### src/rtl/huffman_pkg.sv
// huffman_pkg
//   Shared definitions for the Huffman response packer: word geometry and
//   the packer FSM state encoding.
//   Optional feature macro used by the packer files: HUFF_PACK_BYTE_MASK_EN
//   (adds per-byte write enables on the scratchpad write port).
package huffman_pkg;
  localparam int HUFF_WORD_BYTES = 8;
  localparam int HUFF_DATA_W     = 64;

  typedef enum logic [1:0] {
    IDLE  = 2'd0,
    RUN   = 2'd1,
    FLUSH = 2'd2,
    DONE  = 2'd3
  } pack_state_t;
endpackage

### src/rtl/huffman_byte_stage.sv
// huffman_byte_stage
//   Little-endian byte assembly stage for the response packer. Collects bytes
//   into lanes of a 64-bit word and hands the word over on 'pop'.
//   Ports:
//     clock, reset   : clock, async active-low reset
//     clr            : clear stage (job start)
//     push, byte_in  : accept one byte into the current lane
//     pop            : stage content leaves this cycle (out_word/out_mask valid)
//     out_word       : word to hand over (includes a completing push byte)
//     out_mask       : byte enables of out_word (HUFF_PACK_BYTE_MASK_EN only)
//     lane, full, empty : stage status
//   Macro: HUFF_PACK_BYTE_MASK_EN adds out_mask.
module huffman_byte_stage
  import huffman_pkg::*;
(
  input  logic                       clock,
  input  logic                       reset,
  input  logic                       clr,
  input  logic                       push,
  input  logic                       pop,
  input  logic [7:0]                 byte_in,
  output logic [HUFF_DATA_W-1:0]     out_word,
`ifdef HUFF_PACK_BYTE_MASK_EN
  output logic [HUFF_WORD_BYTES-1:0] out_mask,
`endif
  output logic [2:0]                 lane,
  output logic                       full,
  output logic                       empty
);

  logic [HUFF_DATA_W-1:0] word_q, word_d, merged;
  logic [2:0]             lane_q, lane_d;
  logic                   full_q, full_d;

  always_comb begin
    merged = word_q;
    if (push) merged[{lane_q, 3'b000} +: 8] = byte_in;

    // A held full word leaves as-is; otherwise the word leaves with this
    // cycle's byte merged in (covers the lane-7 completion case).
    out_word = full_q ? word_q : merged;

    word_d = word_q;
    lane_d = lane_q;
    full_d = full_q;
    if (clr) begin
      word_d = '0;
      lane_d = '0;
      full_d = 1'b0;
    end else if (pop) begin
      if (full_q && push) begin
        // Held word leaves while the new byte starts the next word.
        word_d = {{(HUFF_DATA_W-8){1'b0}}, byte_in};
        lane_d = 3'd1;
      end else begin
        word_d = '0;
        lane_d = '0;
      end
      full_d = 1'b0;
    end else if (push) begin
      word_d = merged;
      lane_d = lane_q + 3'd1;
      if (lane_q == 3'd7) full_d = 1'b1;
    end
  end

`ifdef HUFF_PACK_BYTE_MASK_EN
  always_comb begin
    if (full_q || (push && lane_q == 3'd7)) out_mask = '1;
    else                                    out_mask = (8'd1 << lane_q) - 8'd1;
  end
`endif

  assign lane  = lane_q;
  assign full  = full_q;
  assign empty = !full_q && (lane_q == 3'd0);

  always_ff @(posedge clock or negedge reset) begin
    if (!reset) begin
      word_q <= '0;
      lane_q <= '0;
      full_q <= 1'b0;
    end else begin
      word_q <= word_d;
      lane_q <= lane_d;
      full_q <= full_d;
    end
  end

endmodule

### src/rtl/huffman_resp_packer.sv
// huffman_resp_packer
//   Packs the Huffman engine's response byte stream little-endian into 64-bit
//   scratchpad writes. The engine cannot be stalled, so bytes are buffered in
//   a stage word plus one pending word; bytes that do not fit (or exceed the
//   job limit) are dropped and flagged in 'overflow'.
//   Ports:
//     clock, reset              : clock, async active-low reset
//     start_valid/ready         : job request; start_base (word addr), start_limit (bytes)
//     in_valid, in_bits, in_last: engine byte stream and end-of-stream pulse
//     wr_valid/ready, wr_addr, wr_data : scratchpad write handshake
//     wr_mask                   : byte enables (HUFF_PACK_BYTE_MASK_EN only)
//     done                      : one-cycle job completion pulse
//     byte_count, overflow      : bytes stored, sticky loss flag
//   Macro: HUFF_PACK_BYTE_MASK_EN adds wr_mask.
module huffman_resp_packer
  import huffman_pkg::*;
#(
  parameter int ADDR_W = 16,
  parameter int CNT_W  = 32
) (
  input  logic                       clock,
  input  logic                       reset,
  input  logic                       start_valid,
  output logic                       start_ready,
  input  logic [ADDR_W-1:0]          start_base,
  input  logic [CNT_W-1:0]           start_limit,
  input  logic                       in_valid,
  input  logic [7:0]                 in_bits,
  input  logic                       in_last,
  output logic                       wr_valid,
  input  logic                       wr_ready,
  output logic [ADDR_W-1:0]          wr_addr,
  output logic [HUFF_DATA_W-1:0]     wr_data,
`ifdef HUFF_PACK_BYTE_MASK_EN
  output logic [HUFF_WORD_BYTES-1:0] wr_mask,
`endif
  output logic                       done,
  output logic [CNT_W-1:0]           byte_count,
  output logic                       overflow
);

  pack_state_t            state_q, state_d;
  logic                   start_ready_q, start_ready_d;
  logic                   done_q, done_d;
  logic [CNT_W-1:0]       limit_q, limit_d;
  logic [CNT_W-1:0]       count_q, count_d;
  logic                   ovf_q, ovf_d;
  logic [ADDR_W-1:0]      addr_q, addr_d;
  logic                   pend_vld_q, pend_vld_d;
  logic [HUFF_DATA_W-1:0] pend_data_q, pend_data_d;

  logic                   st_clr, st_push, st_pop;
  logic [HUFF_DATA_W-1:0] st_word;
  logic [2:0]             st_lane;
  logic                   st_full, st_empty;
  logic                   wr_fire, can_move, take, cmpl, drop, in_run, in_flush;

`ifdef HUFF_PACK_BYTE_MASK_EN
  logic [HUFF_WORD_BYTES-1:0] st_mask;
  logic [HUFF_WORD_BYTES-1:0] pend_mask_q, pend_mask_d;
`endif

  huffman_byte_stage u_stage (
    .clock    (clock),
    .reset    (reset),
    .clr      (st_clr),
    .push     (st_push),
    .pop      (st_pop),
    .byte_in  (in_bits),
    .out_word (st_word),
`ifdef HUFF_PACK_BYTE_MASK_EN
    .out_mask (st_mask),
`endif
    .lane     (st_lane),
    .full     (st_full),
    .empty    (st_empty)
  );

  always_comb begin
    in_run   = (state_q == RUN);
    in_flush = (state_q == FLUSH);
    wr_fire  = pend_vld_q && wr_ready;
    // Pending can take a word if it is empty or is being written this cycle.
    can_move = !pend_vld_q || wr_ready;

    st_clr  = (state_q == IDLE) && start_valid;
    take    = in_run && in_valid;
    st_push = take && (count_q != limit_q) && (!st_full || can_move);
    drop    = take && !st_push;
    cmpl    = st_push && !st_full && (st_lane == 3'd7);
    st_pop  = can_move && ((in_run && (st_full || cmpl)) || (in_flush && !st_empty));

    state_d = state_q;
    case (state_q)
      IDLE:    if (start_valid) state_d = RUN;
      RUN:     if (in_last) state_d = FLUSH;
      FLUSH:   if (st_empty && !pend_vld_q) state_d = DONE;
      DONE:    state_d = IDLE;
      default: state_d = IDLE;
    endcase
    start_ready_d = (state_d == IDLE);
    done_d        = (state_d == DONE);

    limit_d = st_clr ? start_limit : limit_q;
    count_d = count_q;
    if (st_clr)       count_d = '0;
    else if (st_push) count_d = count_q + CNT_W'(1);
    ovf_d = ovf_q;
    if (st_clr)    ovf_d = 1'b0;
    else if (drop) ovf_d = 1'b1;
    addr_d = addr_q;
    if (st_clr)       addr_d = start_base;
    else if (wr_fire) addr_d = addr_q + ADDR_W'(1);

    pend_vld_d  = pend_vld_q;
    pend_data_d = pend_data_q;
`ifdef HUFF_PACK_BYTE_MASK_EN
    pend_mask_d = pend_mask_q;
`endif
    if (st_pop) begin
      pend_vld_d  = 1'b1;
      pend_data_d = st_word;
`ifdef HUFF_PACK_BYTE_MASK_EN
      pend_mask_d = st_mask;
`endif
    end else if (wr_fire) begin
      pend_vld_d = 1'b0;
    end
  end

  always_ff @(posedge clock or negedge reset) begin
    if (!reset) begin
      state_q       <= IDLE;
      start_ready_q <= 1'b1;
      done_q        <= 1'b0;
      limit_q       <= '0;
      count_q       <= '0;
      ovf_q         <= 1'b0;
      addr_q        <= '0;
      pend_vld_q    <= 1'b0;
      pend_data_q   <= '0;
`ifdef HUFF_PACK_BYTE_MASK_EN
      pend_mask_q   <= '0;
`endif
    end else begin
      state_q       <= state_d;
      start_ready_q <= start_ready_d;
      done_q        <= done_d;
      limit_q       <= limit_d;
      count_q       <= count_d;
      ovf_q         <= ovf_d;
      addr_q        <= addr_d;
      pend_vld_q    <= pend_vld_d;
      pend_data_q   <= pend_data_d;
`ifdef HUFF_PACK_BYTE_MASK_EN
      pend_mask_q   <= pend_mask_d;
`endif
    end
  end

  assign start_ready = start_ready_q;
  assign done        = done_q;
  assign byte_count  = count_q;
  assign overflow    = ovf_q;
  assign wr_valid    = pend_vld_q;
  assign wr_addr     = addr_q;
  assign wr_data     = pend_data_q;
`ifdef HUFF_PACK_BYTE_MASK_EN
  assign wr_mask     = pend_mask_q;
`endif

endmodule

### config.mk
export PLATFORM = sky130hd
export DESIGN_NAME = huffman_resp_packer
export DESIGN_NICKNAME = d
export VERILOG_FILES = /design/src/rtl/huffman_pkg.sv /design/src/rtl/huffman_byte_stage.sv /design/src/rtl/huffman_resp_packer.sv
export SDC_FILE = /design/constraint.sdc
export NUM_CORES = 1
export LEC_CHECK = 0
export CORE_MARGIN = 8
export CORE_UTILIZATION = 40
export DETAILED_ROUTE_END_ITERATION = 6
export PLACE_DENSITY = 0.61
export SYNTH_ARGS = -nofsm -noshare
export SYNTH_HDL_FRONTEND = slang
export SYNTH_SLANG_ARGS = --single-unit
### constraint.sdc
create_clock -name clock -period 4.4 [get_ports clock]
set_clock_uncertainty 0.05 [all_clocks]
set_input_delay 0.88 -clock clock [delete_from_list [all_inputs] [get_ports clock]]
set_output_delay 0.88 -clock clock [all_outputs]
set_load 0.02 [all_outputs]
=== Yosys cells after proc, flatten, opt, wreduce, memory -nomap -nowiden ===
Index checks and enable logic that the tools add are counted.

* Register bits: 218
* Latch bits: 0
* RAM bits: 0
* ROM bits: 0
* Input bits: 62
* Output and inout bits: 116
* Memories kept: 0

* $add $sub $neg: 4
* $mul: 0
* Div/mod/pow operators: 0
* Order comparisons: 0
* Equality and inequality tests: 6
* Shifts and indexed selects: 2
* Mux-type cells: 27
* Bitwise logic cells: 0
* Reduce and logical (&&, ||, !) cells: 32

{| class="wikitable"
|+ Operators with widths
! operator !! count
|-
| 64-bit two-way mux || 5
|-
| 64-bit bitwise mux || 1
|-
| 32-bit two-way mux || 2
|-
| 8-bit by 8-bit variable shift with 64-bit output (first input constant) || 1
|-
| 8-bit by 8-bit indexed part select with 64-bit output || 1
|-
| 32-bit by 1-bit adder with 32-bit output (second input constant) || 1
|-
| 16-bit two-way mux || 2
|-
| 32-bit != test || 1
|-
| 16-bit by 1-bit adder with 16-bit output (second input constant) || 1
|-
| 1-bit logical AND || 14
|-
| 1-bit two-way mux || 9
|-
| 3-bit two-way mux || 3
|-
| 8-bit two-way mux || 1
|-
| 6-bit negation with 8-bit output || 1
|-
| 2-bit case mux with 4 select lines || 1
|-
| 2-bit nonzero test || 4
|-
| 2-bit equality test (second input constant) || 3
|-
| 2-bit two-way mux || 3
|-
| 3-bit nonzero test || 2
|-
| 1-bit zero test || 4
|-
| 2-bit zero test || 2
|-
| 1-bit logical OR || 4
|-
| 3-bit by 1-bit adder with 3-bit output (second input constant) || 1
|-
| 3-bit equality test (second input constant) || 1
|-
| 3 further kinds || 3
|}

=== Depth between registers and ports, before layout ===
* Depth in word-level cells: 12
* Depth in mapped cells: 12
* Gate-level depth less buffers: 8

=== Modules after synthesis ===
A second synthesis with hierarchy kept.

* Cell total of the unflattened synthesis: 1076
* Area, all modules: 11524.8 µm²

{| class="wikitable"
|+ By module, submodules not included
! module !! instances !! cells an instance !! area each (µm²)
|-
| huffman_resp_packer || 1 || 638 || 7003.0
|-
| huffman_byte_stage || 1 || 438 || 4521.8
|}

=== Worst setup path before layout ===
OpenSTA, ideal clock, no wires.

* Path kind: flip-flop to flip-flop
* Start point: reg u_stage.lane_q[0] (netlist: u_stage.lane[0])
* End point: reg u_stage.word_q[46]
* Library setup time: 77 ps
* Data arrival time: 2506 ps
* Required time: 4273 ps
* Setup slack: 1767 ps
* Cell stages (with the launch flop): 11
* Buffers on the path: 3
* Period minus slack after synthesis: 2633 ps
* Cells stage by stage: dfrtp_1 > clkbuf_1 > inv_1 > ha_1 > ha_1 > buf_1 > nor2_1 > nand4_1 > buf_2 > or2_2 > a21oi_1

* Longest elaborated chain between the ends: 8

{| class="wikitable"
|+ RTL lines
! item !! RTL line !! RTL
|-
| start: declaration || huffman_byte_stage.sv:32 || <nowiki>logic [2:0] lane_q, lane_d;</nowiki>
|-
| start signal: assignment || huffman_byte_stage.sv:85 || <nowiki>lane_q <= lane_d;</nowiki>
|-
| parallel branches: the longest is 8 deep, another holds 6-bit negation with 8-bit output || - ||
|-
| end signal: assignment || huffman_byte_stage.sv:84 || <nowiki>word_q <= word_d;</nowiki>
|-
| end: declaration || huffman_byte_stage.sv:31 || <nowiki>logic [HUFF_DATA_W-1:0] word_q, word_d, merged;</nowiki>
|}

Several ways; the timed one is not identified. The select of a mux whose other input is x is not followed.
A chain may end at the register's enable or synchronous reset.

=== Worst setup path after layout ===
* Start point: reg count_q[4] (netlist: byte_count[4])
* End point: reg u_stage.word_q[5]

* Longest elaborated chain between the ends: 11

{| class="wikitable"
|+ RTL lines
! item !! RTL line !! RTL
|-
| start: declaration || huffman_resp_packer.sv:46 || <nowiki>logic [CNT_W-1:0] count_q, count_d;</nowiki>
|-
| start signal: assignment || huffman_resp_packer.sv:150 || <nowiki>count_q <= count_d;</nowiki>
|-
| 32-bit != test (*) || huffman_resp_packer.sv:88 || <nowiki>st_push = take && (count_q != limit_q) && (!st_full || can_move);</nowiki>
|-
| 1-bit logical AND (*) (2 in a row) || huffman_resp_packer.sv:88 ||
|-
| 1-bit logical AND (2 in a row) || huffman_resp_packer.sv:90 || <nowiki>cmpl = st_push && !st_full && (st_lane == 3'd7);</nowiki>
|-
| 1-bit logical OR || huffman_resp_packer.sv:91 || <nowiki>st_pop = can_move && ((in_run && (st_full || cmpl)) || (in_flush && !st_empty));</nowiki>
|-
| 1-bit logical AND || huffman_resp_packer.sv:91 ||
|-
| 1-bit logical OR || huffman_resp_packer.sv:91 ||
|-
| 1-bit logical AND || huffman_resp_packer.sv:91 ||
|-
| 64-bit two-way mux || huffman_byte_stage.sv:50 || <nowiki>end else if (pop) begin</nowiki>
|-
| 64-bit two-way mux || huffman_byte_stage.sv:46 || <nowiki>if (clr) begin</nowiki>
|}

Mark *: on every way between the ends. The rest lies on a longest branch, timed or not. The select of a mux whose other input is x is not followed.

==> reports/results.txt <==
The first global-routing pass estimated 46700 µm of wire. The number of top-level pins is 178, and the final setup violation count is 0. The run gives 111 as the pin count of the biggest net entering global routing. The later pin in the worst-skew pair is clocked with a latency of 0.52 ns.

The fraction of registers with async set or reset after synthesis was 100%; the starting utilization of the core area was 40.4%. The flow ran to the end, and the final reports show no timing, DRC or antenna violations. The total nets after synthesis came out at 1170. The worst path uses 80.3% of the clock period. Of the cells placed in the final design, the portion with a size suffix greater than 1 is 7.89%. The minimum period implied by the final worst setup slack was 3.53 ns. The logs give 0 for the count of final hold-check violations and 0.0258 mm² for the area of the placeable core.

The slowest stage of the critical path is the nor4_2 cell. The tools report the remaining antenna violation count as 0. The classification of the worst-slack hold path is in2async.

Once the clock tree was built, the setup fixing pass inserted 0 buffers. The critical path is of the reg2reg type. The vias per cell is 5.14.

The TritonCTS sink count was 218. TritonCTS built the clock tree. Final hold analysis gives a worst-case slack of 0.357 ns. The number of I/O port buffers is 177, and the total number of nets in the final design is 1318. For the via count of the first global-routing pass, the log shows 8377. Cells fill 51.8% of the core in the end.

Max capacitance violation total: 0. Summing over every cut layer, the via total after detailed routing is 8243. The tools report the all-layer global routing usage as 18.4%. Level count of the clock H-tree: 1. The floorplan has 59 rows.

For this design, the CTS-stage hold fixing added 0 buffers. For the total leakage power, the log shows 5.69 nW. Predominant post-synthesis flop cell: dfrtp_1. The number of buffers created by CTS was 25. The largest total area in the synthesized netlist belongs to dfrtp_1.

For the worst setup path, the data arrival time is 3.93 ns. Detailed placement ended at an HPWL of 19800 µm. For the worst setup path, the data required time is 4.80 ns. The synthesis-to-layout area growth was 28.2%.

The initial antenna violation count is 1, and the die width is 177 µm. The largest single stage delay on the critical path is 0.70 ns. The synthesized cell area is 0.0104 mm².

In the post-synthesis netlist, the biggest area contributors are dfrtp_1 (52%), nand2_1 (8.2%), mux2i_1 (6.5%). The cell count after synthesis was 1102; the y dimension of the die was 177 µm. The overflow left after global routing was 0. The floorplan step defined a die boundary enclosing 0.0315 mm².

After the first detailed-routing iteration, the DRC count stood at 555. The synthesized area per cell is 9.46 µm², and the number of remaining DRC errors is 0. The tools report the kind of end point of the critical path as a flip-flop. Derived from the worst setup path, the maximum achievable clock frequency is 283 MHz. STA classifies the critical path startpoint as a flip-flop. The run gives 0.000352 V as the worst voltage drop across the vdd grid.

Setup repair after global routing left no endpoint under its margin. Headroom to the max-slew limit came out at 28.9%. The clock transition at the registers of the reported paths is 0.06 ns. The tools report the total wire length as 28900 µm.

The number of flops mapped to enable cells by yosys is 0. For the final routed database, the setup TNS stands at 0 ns. The number of different library cells used by synthesis comes to 49.

Dividing total power by cell area gives a power density of 506 mW/mm². Routed length per instance: 18.0 µm. For the pin with the worst max-slew slack, the measured transition is 1.06 ns. The repair_antennas step left the layout with diodes totalling 0. The run gives 52.3% as the sequential cell area fraction in the yosys report. Gates resized during post-CTS repair numbered 0.

The synthesized flop and latch total is 218, and the highest fanout seen on the critical path is 61. The longest clock path from root to sink contains 3 buffers. Walking the worst path, the cells encountered are xnor2_1 > nand4_1 > nor4_2 > and2_1 > o21a_4 > a32o_2 > a22o_1. Counting the fill cells in the layout gives 2467. The area fraction of the dominant cell type after synthesis is 52.1%.

Routability-driven placement finished with a final weighted congestion of 0.819. The number of max-slew violations in the final report came out at 0. For this run, the number of Yosys warnings is 0. The tree is rooted in a clkbuf_16. The first-pass iteration count of the detailed router came out at 4.
-- metal layers --
layer / GRT usage, % / vias up / wire, µm
met5: 0 / - / 13
met4: 3.96 / 2 / 556
met3: 4.57 / 40 / 1880
met2: 30.8 / 194 / 13900
met1: 23.7 / 3961 / 12500
li1: - / 4046 / -
-- path summary, 6_finish.rpt --
kind                                     from                 end  slack, ns  depth (start not counted)
worst max-delay path            byte_count[4]   u_stage.word_q[5]       0.87                          7
worst min-delay path                    reset         wr_data[17]       0.36                          1
worst max register to register  byte_count[4]   u_stage.word_q[5]       0.87                          7
worst min register to register    wr_data[32]         wr_data[32]       0.42                          2
max in group asynchronous               reset  u_stage.word_q[26]       2.97                          2
min in group clock                wr_data[32]         wr_data[32]       0.42                          2
-- synth_stat cells (all sizes together), types with 9 or more instances --
master / n
mux2i: 68
inv: 18
nand2: 228
xnor2: 56
buf: 30
and2: 9
xor2: 21
clkbuf: 46
nor2: 53
a21oi: 57
or2: 23
nand4: 35
dfrtp: 217
nand3: 77
o21ai: 84
nor4: 13
-- cell type report --
cell class	count	area, µm²	share of cell area, %
Clock inverter	7	118	0.879
Timing Repair Buffer	197	1950	14.6
Sequential cell	218	5460	40.8
Inverter	18	67.6	0.505
Tap cell	335	419	3.13
Clock buffer	38	744	5.57
Multi-Input combinational cell	790	4620	34.5
-- report_power, final --
| group | switching [mW] | internal, mW |
|---|---|---|
| clock network | 0.813 | 1.34 |
| logic | 1.23 | 0.766 |
| registers | 0.278 | 2.34 |
| total | 2.32 | 4.45 |
-- stage by stage --
stage	cell area (µm²)	instances	setup WS, ns	power, mW
CTS	13400	1603	0.897	6.86
finish	13400	1603	0.868	6.77
global route	13400	1603	0.657	7.16
global placement	12500	1558	0.973	4.64
floorplan	10400	1102	1.77	3.85
detailed placement	12500	1558	0.908	4.69
-- cell usage in the layout, fill, tap and decap left out, types with 18 or more instances in the layout --
cell / count
nand3_1: 77
buf_4: 18
nand2_1: 227
inv_1: 18
a21oi_1: 56
xor2_1: 21
or2_2: 23
mux2i_1: 68
xnor2_1: 56
nand4_1: 34
clkdlybuf4s50_1: 176
nor2_1: 52
clkbuf_16: 25
o21ai_0: 79
dfrtp_1: 217
-- logic make-up after synthesis --
family	Yosys count	share of synthesized area, %
compound gates	159	8.41
xor+xnor	77	6.47
fa+ha+maj	6	0.720
buf+inv	94	3.74
flops	218	52.3
mux	68	6.53
simple gates	480	21.8
-- critical path: cells and delay by family (launching register included) --
family	cells	cell delay (ns)
AND/OR/NAND/NOR	3	1.42
AO/OA/AOI/OAI	3	1.16
flip-flops	1	0.48
XOR/XNOR	1	0.33
-- state kept, by name, indices dropped and copies added, names as in the netlist --
name and count:
u_stage.full 1, limit_q 32, wr_valid 1, start_ready 1
u_stage.word_q 64, done 1, wr_addr 16, wr_data 64
state_q 2, byte_count 32, u_stage.lane 3, overflow 1
Power figures use the tool's default switching activity.
